[src/rtl/cam_capture_dec.sv]
// cam_capture_dec: DVP camera capture with format conversion,
// X/Y decimation and saturating frame-buffer write addressing.
module cam_capture_dec #(
  parameter int ADDR_W  = 19,
  parameter int MAX_PIX = 307200,
  parameter int FCNT_W  = 8
) (
  input  logic              pclk,
  input  logic              resetn,
  input  logic              enable,
  input  logic [1:0]        fmt,
  input  logic [1:0]        xdec,
  input  logic [1:0]        ydec,
  input  logic              vsync,
  input  logic              href,
  input  logic [7:0]        d,
  output logic [ADDR_W-1:0] addr,
  output logic [15:0]       dout,
  output logic              we,
  output logic              frame_done,
  output logic [FCNT_W-1:0] frame_cnt,
  output logic [9:0]        line_cnt,
  output logic              overflow
);

  typedef enum logic [1:0] {
    S_IDLE,
    S_ARM,
    S_BLANK,
    S_ACTIVE
  } state_t;

  localparam logic [ADDR_W-1:0] LP_MAX  = ADDR_W'(MAX_PIX);
  localparam logic [ADDR_W-1:0] LP_AONE = ADDR_W'(1);
  localparam logic [FCNT_W-1:0] LP_FONE = FCNT_W'(1);

  state_t r_state;
  state_t w_next;
  logic   w_done;

  logic        r_vs;
  logic        r_hr;
  logic [7:0]  r_d;
  logic        r_vs_d;
  logic        r_hr_d;
  logic        r_phase;
  logic [7:0]  r_hi;
  logic [2:0]  r_col;
  logic [2:0]  r_row;
  logic [1:0]  r_fmt;
  logic [1:0]  r_xdec;
  logic [1:0]  r_ydec;

  logic [ADDR_W-1:0] r_addr;
  logic [15:0]       r_dout;
  logic              r_we;
  logic              r_done;
  logic [FCNT_W-1:0] r_fcnt;
  logic [9:0]        r_lcnt;
  logic              r_ovf;

  logic        w_vs_rise;
  logic        w_vs_fall;
  logic        w_hr_rise;
  logic        w_hr_fall;
  logic        w_pix;
  logic [15:0] w_pix16;
  logic [15:0] w_fdata;
  logic [2:0]  w_xmask;
  logic [2:0]  w_ymask;
  logic        w_keep;
  logic        w_room;
  logic        w_wr;
  logic        w_drop;

  function automatic logic [2:0] f_mask(input logic [1:0] n);
    logic [2:0] m;
    m = 3'b000;
    unique case (n)
      2'd0: m = 3'b000;
      2'd1: m = 3'b001;
      2'd2: m = 3'b011;
      2'd3: m = 3'b111;
    endcase
    return m;
  endfunction

  assign w_vs_rise = r_vs & ~r_vs_d;
  assign w_vs_fall = ~r_vs & r_vs_d;
  assign w_hr_rise = r_hr & ~r_hr_d;
  assign w_hr_fall = ~r_hr & r_hr_d;
  assign w_pix     = r_hr & r_phase;
  assign w_pix16   = {r_hi, r_d};
  assign w_xmask   = f_mask(r_xdec);
  assign w_ymask   = f_mask(r_ydec);
  assign w_room    = (r_addr < LP_MAX);

  // a vsync rise ends the frame at once, so it also kills any in-flight pixel
  assign w_keep = (r_state == S_ACTIVE) & ~w_vs_rise & w_pix
                & ((r_col & w_xmask) == 3'b000)
                & ((r_row & w_ymask) == 3'b000);
  assign w_wr   = w_keep & w_room;
  assign w_drop = w_keep & ~w_room;

  always_comb begin
    w_fdata = w_pix16;
    unique case (1'b1)
      (r_fmt == 2'b00):
        w_fdata = {4'h0, w_pix16[15:12],
                   w_pix16[10:7], w_pix16[4:1]};
      (r_fmt == 2'b10):
        w_fdata = {8'h00, r_hi};
      default:
        w_fdata = w_pix16;
    endcase
  end

  always_comb begin
    w_next = r_state;
    w_done = 1'b0;
    unique case (r_state)
      S_IDLE:   if (enable) w_next = S_ARM;
      S_ARM:    if (w_vs_rise) w_next = S_BLANK;
      S_BLANK:  if (w_vs_fall) w_next = S_ACTIVE;
      S_ACTIVE: begin
        if (w_vs_rise) begin
          w_done = 1'b1;
          w_next = enable ? S_BLANK : S_IDLE;
        end
      end
    endcase
  end

  always_ff @(posedge pclk or negedge resetn) begin
    if (!resetn) r_state <= S_IDLE;
    else         r_state <= w_next;
  end

  always_ff @(posedge pclk or negedge resetn) begin
    if (!resetn) begin
      r_vs    <= 1'b0;
      r_hr    <= 1'b0;
      r_d     <= 8'h00;
      r_vs_d  <= 1'b0;
      r_hr_d  <= 1'b0;
      r_phase <= 1'b0;
      r_hi    <= 8'h00;
    end else begin
      r_vs    <= vsync;
      r_hr    <= href;
      r_d     <= d;
      r_vs_d  <= r_vs;
      r_hr_d  <= r_hr;
      r_phase <= r_hr ? ~r_phase : 1'b0;
      if (r_hr && !r_phase) r_hi <= r_d;
    end
  end

  always_ff @(posedge pclk or negedge resetn) begin
    if (!resetn) begin
      r_addr <= '0;
      r_dout <= 16'h0000;
      r_we   <= 1'b0;
      r_done <= 1'b0;
      r_fcnt <= '0;
      r_lcnt <= 10'd0;
      r_ovf  <= 1'b0;
      r_col  <= 3'd0;
      r_row  <= 3'd0;
      r_fmt  <= 2'b00;
      r_xdec <= 2'd0;
      r_ydec <= 2'd0;
    end else begin
      r_we   <= w_wr;
      r_done <= w_done;
      if (w_done) r_fcnt <= r_fcnt + LP_FONE;
      if (w_wr) r_dout <= w_fdata;
      if (r_state == S_BLANK) begin
        r_addr <= '0;
        r_row  <= 3'd0;
        r_col  <= 3'd0;
        r_lcnt <= 10'd0;
        r_ovf  <= 1'b0;
        if (w_vs_fall) begin
          r_fmt  <= fmt;
          r_xdec <= xdec;
          r_ydec <= ydec;
        end
      end else begin
        if (r_we) r_addr <= r_addr + LP_AONE;
        if (w_drop) r_ovf <= 1'b1;
        if (r_state == S_ACTIVE) begin
          if (w_hr_rise) begin
            r_col <= 3'd0;
            if (r_lcnt != 10'h3FF) r_lcnt <= r_lcnt + 10'd1;
          end else if (w_pix) begin
            r_col <= r_col + 3'd1;
          end
          if (w_hr_fall) r_row <= r_row + 3'd1;
        end
      end
    end
  end

  assign addr       = r_addr;
  assign dout       = r_dout;
  assign we         = r_we;
  assign frame_done = r_done;
  assign frame_cnt  = r_fcnt;
  assign line_cnt   = r_lcnt;
  assign overflow   = r_ovf;

endmodule
[config.mk]
export PLATFORM = sky130hd
export DESIGN_NAME = cam_capture_dec
export DESIGN_NICKNAME = d
export VERILOG_FILES = /design/src/rtl/cam_capture_dec.sv
export SDC_FILE = /design/constraint.sdc
export NUM_CORES = 1
export LEC_CHECK = 0
export ABC_AREA = 0
export CORE_ASPECT_RATIO = 1.2
export CORE_UTILIZATION = 52
export DETAILED_ROUTE_END_ITERATION = 8
export PLACE_DENSITY = 0.79
export SYNTH_ARGS = -nofsm -noshare
export SYNTH_HDL_FRONTEND = slang
export SYNTH_SLANG_ARGS = --single-unit
export TNS_END_PERCENT = 100
[constraint.sdc]
create_clock -name pclk -period 2 [get_ports pclk]
set_input_delay 0.4 -clock pclk [delete_from_list [all_inputs] [get_ports pclk]]
set_output_delay 0.4 -clock pclk [all_outputs]
set_load 0.02 [all_outputs]
==> out/qor.yml, run 1 <==
synth:
  synth_edf_count: 0
  synth_most_common_cell: "dfrtp_1"
  synth_top_area_share_pct: 55.93
  synth.largest_area_cell: "dfrtp_1"
  synth_cell_types: 46
  async_reset_ff_share_pct: 100.0
  synthFlopType: "dfrtp_1"
  syn_inst: 377
  synth.top_cells.by_count: "dfrtp_1, nor2_1, nand2_1"
  yosys_warnings: 0
  synth_area_um2: 4071
  syn_nets: 401
  syn_avg_cell_area_um2: 10.80
  yosysSeqAreaShare_pct: 55.93
  synth_area_leaders: "dfrtp_1, xnor2_1, mux2_2"
  ys_seq_elements: 91
detailed_routing:
  wl_per_cell_um: 13.94
  ant_nets: 0
  viasPerCell: 5.324
  num_vias: 2939
  drtPass1Iterations: 4
  drc_errors: 0
  routed_wl_um: 7694
  dr.first_iter.drc_count: 94
sta:
  finalSetupViolations: 0
  skew_ns: 0.01551
  slew_headroom_pct: 61.40
  setup-tns-final_ns: 0
  hold_viol: 0
  worstMarginPinSlew_ns: 0.5789
  rsz0062_at_grt: "false"
  period_needed_ns: 1.889
  slew_viol_final: 0
  period_share_pct: 94.46
  fmax_mhz: 529.3
pwr:
  power.total_mw: 6.056
  power_switching_mw: 2.060
  pwr-share-seq_pct: 43.3
  powerDensity_nw_per_um2: 1163
  power_leakage_nw: 2.265
  p_comb_share_pct: 31.1
  vdd_drop_max_mv: 0.7865
  swShare_pct: 34.02
  clockPowerShare_pct: 25.6
  p_int_mw: 3.996
worst_setup_path:
  worst-r2r-setup-slack_ns: 0.25
  slowest_stage: "clkdlybuf4s50_1"
  required_ns: 1.60
  cp_cell_sequence: "clkdlybuf4s50_1"
  arrival_ns: 1.49
  crit_family: "buffers and inverters"
  cpPeakStageDelay_ns: 0.66
  critical_path.n_buffers_inverters: 1
  critical_path.endpoint_type: "output port"
  crit_type: "reg2out"
  worst_setup_path_start_kind: "flop"
  worstPathMaxFanout: 6
global_route:
  grt_pass1_wl_um: 12790
  track_usage_pct: 20.27
  grt_overflow: 0
  grt_start_max_net_pins: 92
  grt_pass1_vias: 2782
  grt_antenna_before_repair: 0
placed_design:
  place_congestion: 0.7710
  placed_area_um2: 4949
  hpwl_um: 5470
  numPortBuffers: 74
clock_network:
  clockRootBuffer: "clkbuf_8"
  post_cts_buffers: 0
  cts_resized: 0
  ctsLongestPathBuffers: 2
  insertion_delay_ns: 0.35
  numCtsBuffers: 9
  hold_buffers: 0
  cts.sinks: 91
  cts_tree: "built"
  path_clk_slew_ns: 0.10
  htreeDepth: 3
final_layout:
  num_antenna_cells: 0
  post-route-cell-area_um2: 5205
  synthToLayoutAreaGrowth_pct: 27.84
  drive_gt1_share_pct: 11.74
  fillers: 625
  nets: 479
outcome:
  outcome: "completed"
die:
  initial_core_util_pct: 53.43
  die_h_um: 98.93
  die_w_um: 82.78
  pin_count: 75
  dieArea_um2: 8189
  row_count: 35
  core_um2: 7620
min_path:
  hold_path_class: "in2async"
job:
  drv_cap: 0
[power by group through the flow]
stage          clock network (mW)  registers [mW]  logic, mW
2_1_floorplan                   0            2.76      0.944
3_3_place_gp                    0            2.64       1.86
3_5_place_dp                    0            2.66       1.90
4_1_cts                      1.57            2.63       1.91
5_1_grt                      1.66            2.69       2.07
6_report                     1.55            2.62       1.88
[path summary, 6_finish.rpt]
path / cells after the start / to / start
max in group asynchronous: 2 / addr[13]$_DFFE_PN0P_ / resetn
worst min-delay path: 2 / line_cnt[9]$_DFFE_PN0P_ / resetn
worst min register to register: 0 / r_vs_d$_DFF_PN0_ / r_vs$_DFF_PN0_
min in group pclk: 0 / r_vs_d$_DFF_PN0_ / r_vs$_DFF_PN0_
worst max-delay path: 1 / addr[5] / addr[5]$_DFFE_PN0P_
worst max register to register: 7 / line_cnt[7]$_DFFE_PN0P_ / line_cnt[0]$_DFFE_PN0P_
[per-layer routing]
metal / vias up / wire, µm / global-route usage, %
li1: 1448 / - / -
met1: 1427 / 3342 / 26.20
met2: 60 / 4027 / 33.17
met3: 4 / 266 / 4.167
met4: 0 / 58 / 7.427
met5: - / 0 / 0
[cells by family after synthesis]
family                     after synthesis  synth area share [%]
and+or+nand+nor                        137                 17.64
DFF                                     91                 55.93
AOI/OAI and AO/OA                       55                 7.868
xor gates and xnor gates                32                 6.884
buffers and inverters                   30                 2.981
muxes                                   27                 7.160
adders and majority gates                5                 1.537
[layout make-up]
class	count	area, µm²	share of cell area [%]
Tap cell	92	115.1	2.212
Clock buffer	10	137.6	2.644
Clock inverter	6	118.9	2.284
Multi-Input combinational cell	256	1682	32.31
Inverter	13	48.80	0.9375
Timing Repair Buffer	84	825.8	15.87
Sequential cell	91	2277	43.75
[per-stage QoR]
stage | instances | setup WS, ns | hold WS [ns] | utilization [%]
global placement | 536 | 0.3060 | 0.4042 | 64.94
CTS | 552 | 0.09657 | 0.09533 | 68.31
global route | 552 | 0.04942 | 0.1060 | 68.31
floorplan | 377 | 0.2436 | 0.1044 | -
detailed placement | 536 | 0.2749 | 0.4090 | 64.94
finish | 552 | 0.1108 | 0.04526 | 68.31
[state kept, by name, summed over array words and instances, names as in the netlist, 3 cells and up]
name,flops
addr,19
dout,16
line_cnt,10
frame_cnt,8
r_d,8
r_hi,8
r_col,3
r_row,3
[placed cells by master (no fill, tap or decap), drive strengths merged, types with 2 or more instances in the layout]
cell type | Yosys | layout
a21oi | 12 | 12
a22oi | 5 | 5
nor4b | 2 | 2
mux2 | 17 | 17
nand3 | 13 | 13
xnor2 | 24 | 24
nor2b | 5 | 5
inv | 13 | 15
mux2i | 10 | 10
or3 | 2 | 2
clkdlybuf4s50 | 0 | 73
and3 | 7 | 7
nor4 | 6 | 6
ha | 5 | 5
bufinv | 0 | 3
nor3 | 11 | 11
buf | 3 | 11
nor2 | 43 | 43
dfrtp | 91 | 91
nand4 | 9 | 9
a21o | 3 | 3
and4 | 2 | 2
o21ai | 27 | 27
xor2 | 8 | 8
nand2 | 34 | 34
clkbuf | 14 | 10
(Power assumes the default switching activity.)
==> run 2: changes to the inputs <==
--- a/config.mk
+++ b/config.mk
@@ -10,6 +10,7 @@
 export CORE_UTILIZATION = 52
 export DETAILED_ROUTE_END_ITERATION = 8
 export PLACE_DENSITY = 0.79
+export SKIP_LAST_GASP = 1
 export SYNTH_ARGS = -nofsm -noshare
 export SYNTH_HDL_FRONTEND = slang
 export SYNTH_SLANG_ARGS = --single-unit
==> results of run 2 <==
The final DEF is identical to that of run 1; final timing and power are the same.
==> run 3: changes to the inputs <==
--- a/config.mk
+++ b/config.mk
@@ -9,6 +9,7 @@
 export CORE_ASPECT_RATIO = 1.2
 export CORE_UTILIZATION = 52
 export DETAILED_ROUTE_END_ITERATION = 8
+export MAX_ROUTING_LAYER = met4
 export PLACE_DENSITY = 0.79
 export SKIP_LAST_GASP = 1
 export SYNTH_ARGS = -nofsm -noshare
==> run 3 against run 2 <==
  * Maximum frequency is 0.13% lower
  * Non-clock buffer count unchanged
  * Clock-buffer cell count stayed put
  * Core utilization stayed put
  * Hold slack worse by 0.0044 ns
  * Clock power is essentially flat
==> out/qor.yml, run 3 (same netlist as run 1, synthesis figures left out) <==
sta:
  hold_viol: 0
  slew_viol_final: 0
  skew_ns: 0.01417
  period_share_pct: 94.58
  worstMarginPinSlew_ns: 0.5654
  rsz0062_at_grt: "false"
  setup-tns-final_ns: 0
  fmax_mhz: 528.7
  slew_headroom_pct: 62.31
  period_needed_ns: 1.892
  finalSetupViolations: 0
die:
  row_count: 35
  pin_count: 75
  initial_core_util_pct: 53.43
  die_h_um: 98.93
  dieArea_um2: 8189
  core_um2: 7620
  die_w_um: 82.78
global_route:
  grt_antenna_before_repair: 0
  grt_pass1_wl_um: 12810
  grt_start_max_net_pins: 92
  grt_overflow: 0
  grt_pass1_vias: 2781
  track_usage_pct: 20.93
detailed_routing:
  routed_wl_um: 7650
  ant_nets: 0
  drc_errors: 0
  drtPass1Iterations: 4
  num_vias: 2924
  wl_per_cell_um: 13.86
  dr.first_iter.drc_count: 105
  viasPerCell: 5.297
final_layout:
  num_antenna_cells: 0
  final_cell_mix: "dfrtp_1, clkdlybuf4s50_1, nor2_1"
  largest_reg_flops: 19
  synthToLayoutAreaGrowth_pct: 27.84
  nets: 479
  utilization_pct: 68.31
  mostFrequentLayoutCell: "dfrtp_1"
  drive_gt1_share_pct: 11.74
worst_setup_path:
  required_ns: 1.60
  slowest_stage: "clkdlybuf4s50_1"
  critical_path.n_buffers_inverters: 1
  cp_cell_sequence: "clkdlybuf4s50_1"
  critical_path.endpoint_type: "output port"
  arrival_ns: 1.49
  crit_family: "buffers and inverters"
  cpPeakStageDelay_ns: 0.66
  worst_setup_path_start_kind: "flop"
  crit_type: "reg2out"
  worstPathMaxFanout: 6
pwr:
  powerDensity_nw_per_um2: 1162
  power_leakage_nw: 2.265
  vdd_drop_max_mv: 0.7836
placed_design:
  hpwl_um: 5470
  numPortBuffers: 74
  place_congestion: 0.7814
clock_network:
  path_clk_slew_ns: 0.10
  cts_tree: "built"
  hold_buffers: 0
  clockRootBuffer: "clkbuf_8"
  insertion_delay_ns: 0.35
  numCtsBuffers: 9
  cts.sinks: 91
  post_cts_buffers: 0
  cts_resized: 0
  htreeDepth: 3
  ctsLongestPathBuffers: 2
job:
  drv_cap: 0
min_path:
  hold_path_class: "in2async"
outcome:
  outcome: "completed"
## run 3: cell type report
type / instances / area [µm²]
fill: 625 / 2415
sequential: 91 / 2277
multi-input combinational: 256 / 1682
timing repair buffer: 84 / 825.8
clock buffer: 10 / 137.6
clock inverter: 6 / 118.9
tap: 92 / 115.1
inverter: 13 / 48.80
## run 3: worst paths after layout
kind	to	slack, ns	cells after the start	startpoint
worst max-delay path	addr[5]	0.11	1	addr[5]$_DFFE_PN0P_
worst min-delay path	line_cnt[7]$_DFFE_PN0P_	0.04	2	resetn
worst max register to register	line_cnt[7]$_DFFE_PN0P_	0.25	7	line_cnt[0]$_DFFE_PN0P_
worst min register to register	r_vs_d$_DFF_PN0_	0.43	0	r_vs$_DFF_PN0_
max in group asynchronous	addr[13]$_DFFE_PN0P_	1.55	2	resetn
min in group pclk	r_vs_d$_DFF_PN0_	0.43	0	r_vs$_DFF_PN0_
## run 3: metrics by stage
stage | total power, mW | cells | area (µm²) | setup slack, ns | hold slack (ns)
floorplan | 3.708 | 377 | 4071 | 0.2436 | 0.1044
global placement | 4.502 | 536 | 4949 | 0.3060 | 0.4042
detailed placement | 4.566 | 536 | 4949 | 0.2749 | 0.4090
CTS | 6.111 | 552 | 5205 | 0.09657 | 0.09533
global route | 6.416 | 552 | 5205 | 0.04672 | 0.1038
finish | 6.049 | 552 | 5205 | 0.1084 | 0.04090
## run 3: metal layers
layer	global-route usage, %	part of all wire (%)	up-vias
met3	4.352	3.0	9
li1	-	-	1449
met1	26.20	44	1411
met2	33.23	52	55
met5	-	0	-
met4	7.427	1.4	0
## run 3: power by group
| group | internal [mW] | switching, mW |
|---|---|---|
| Clock | 0.880 | 0.664 |
| Combinational | 0.909 | 0.975 |
| Sequential | 2.21 | 0.414 |
| Total | 4.00 | 2.05 |
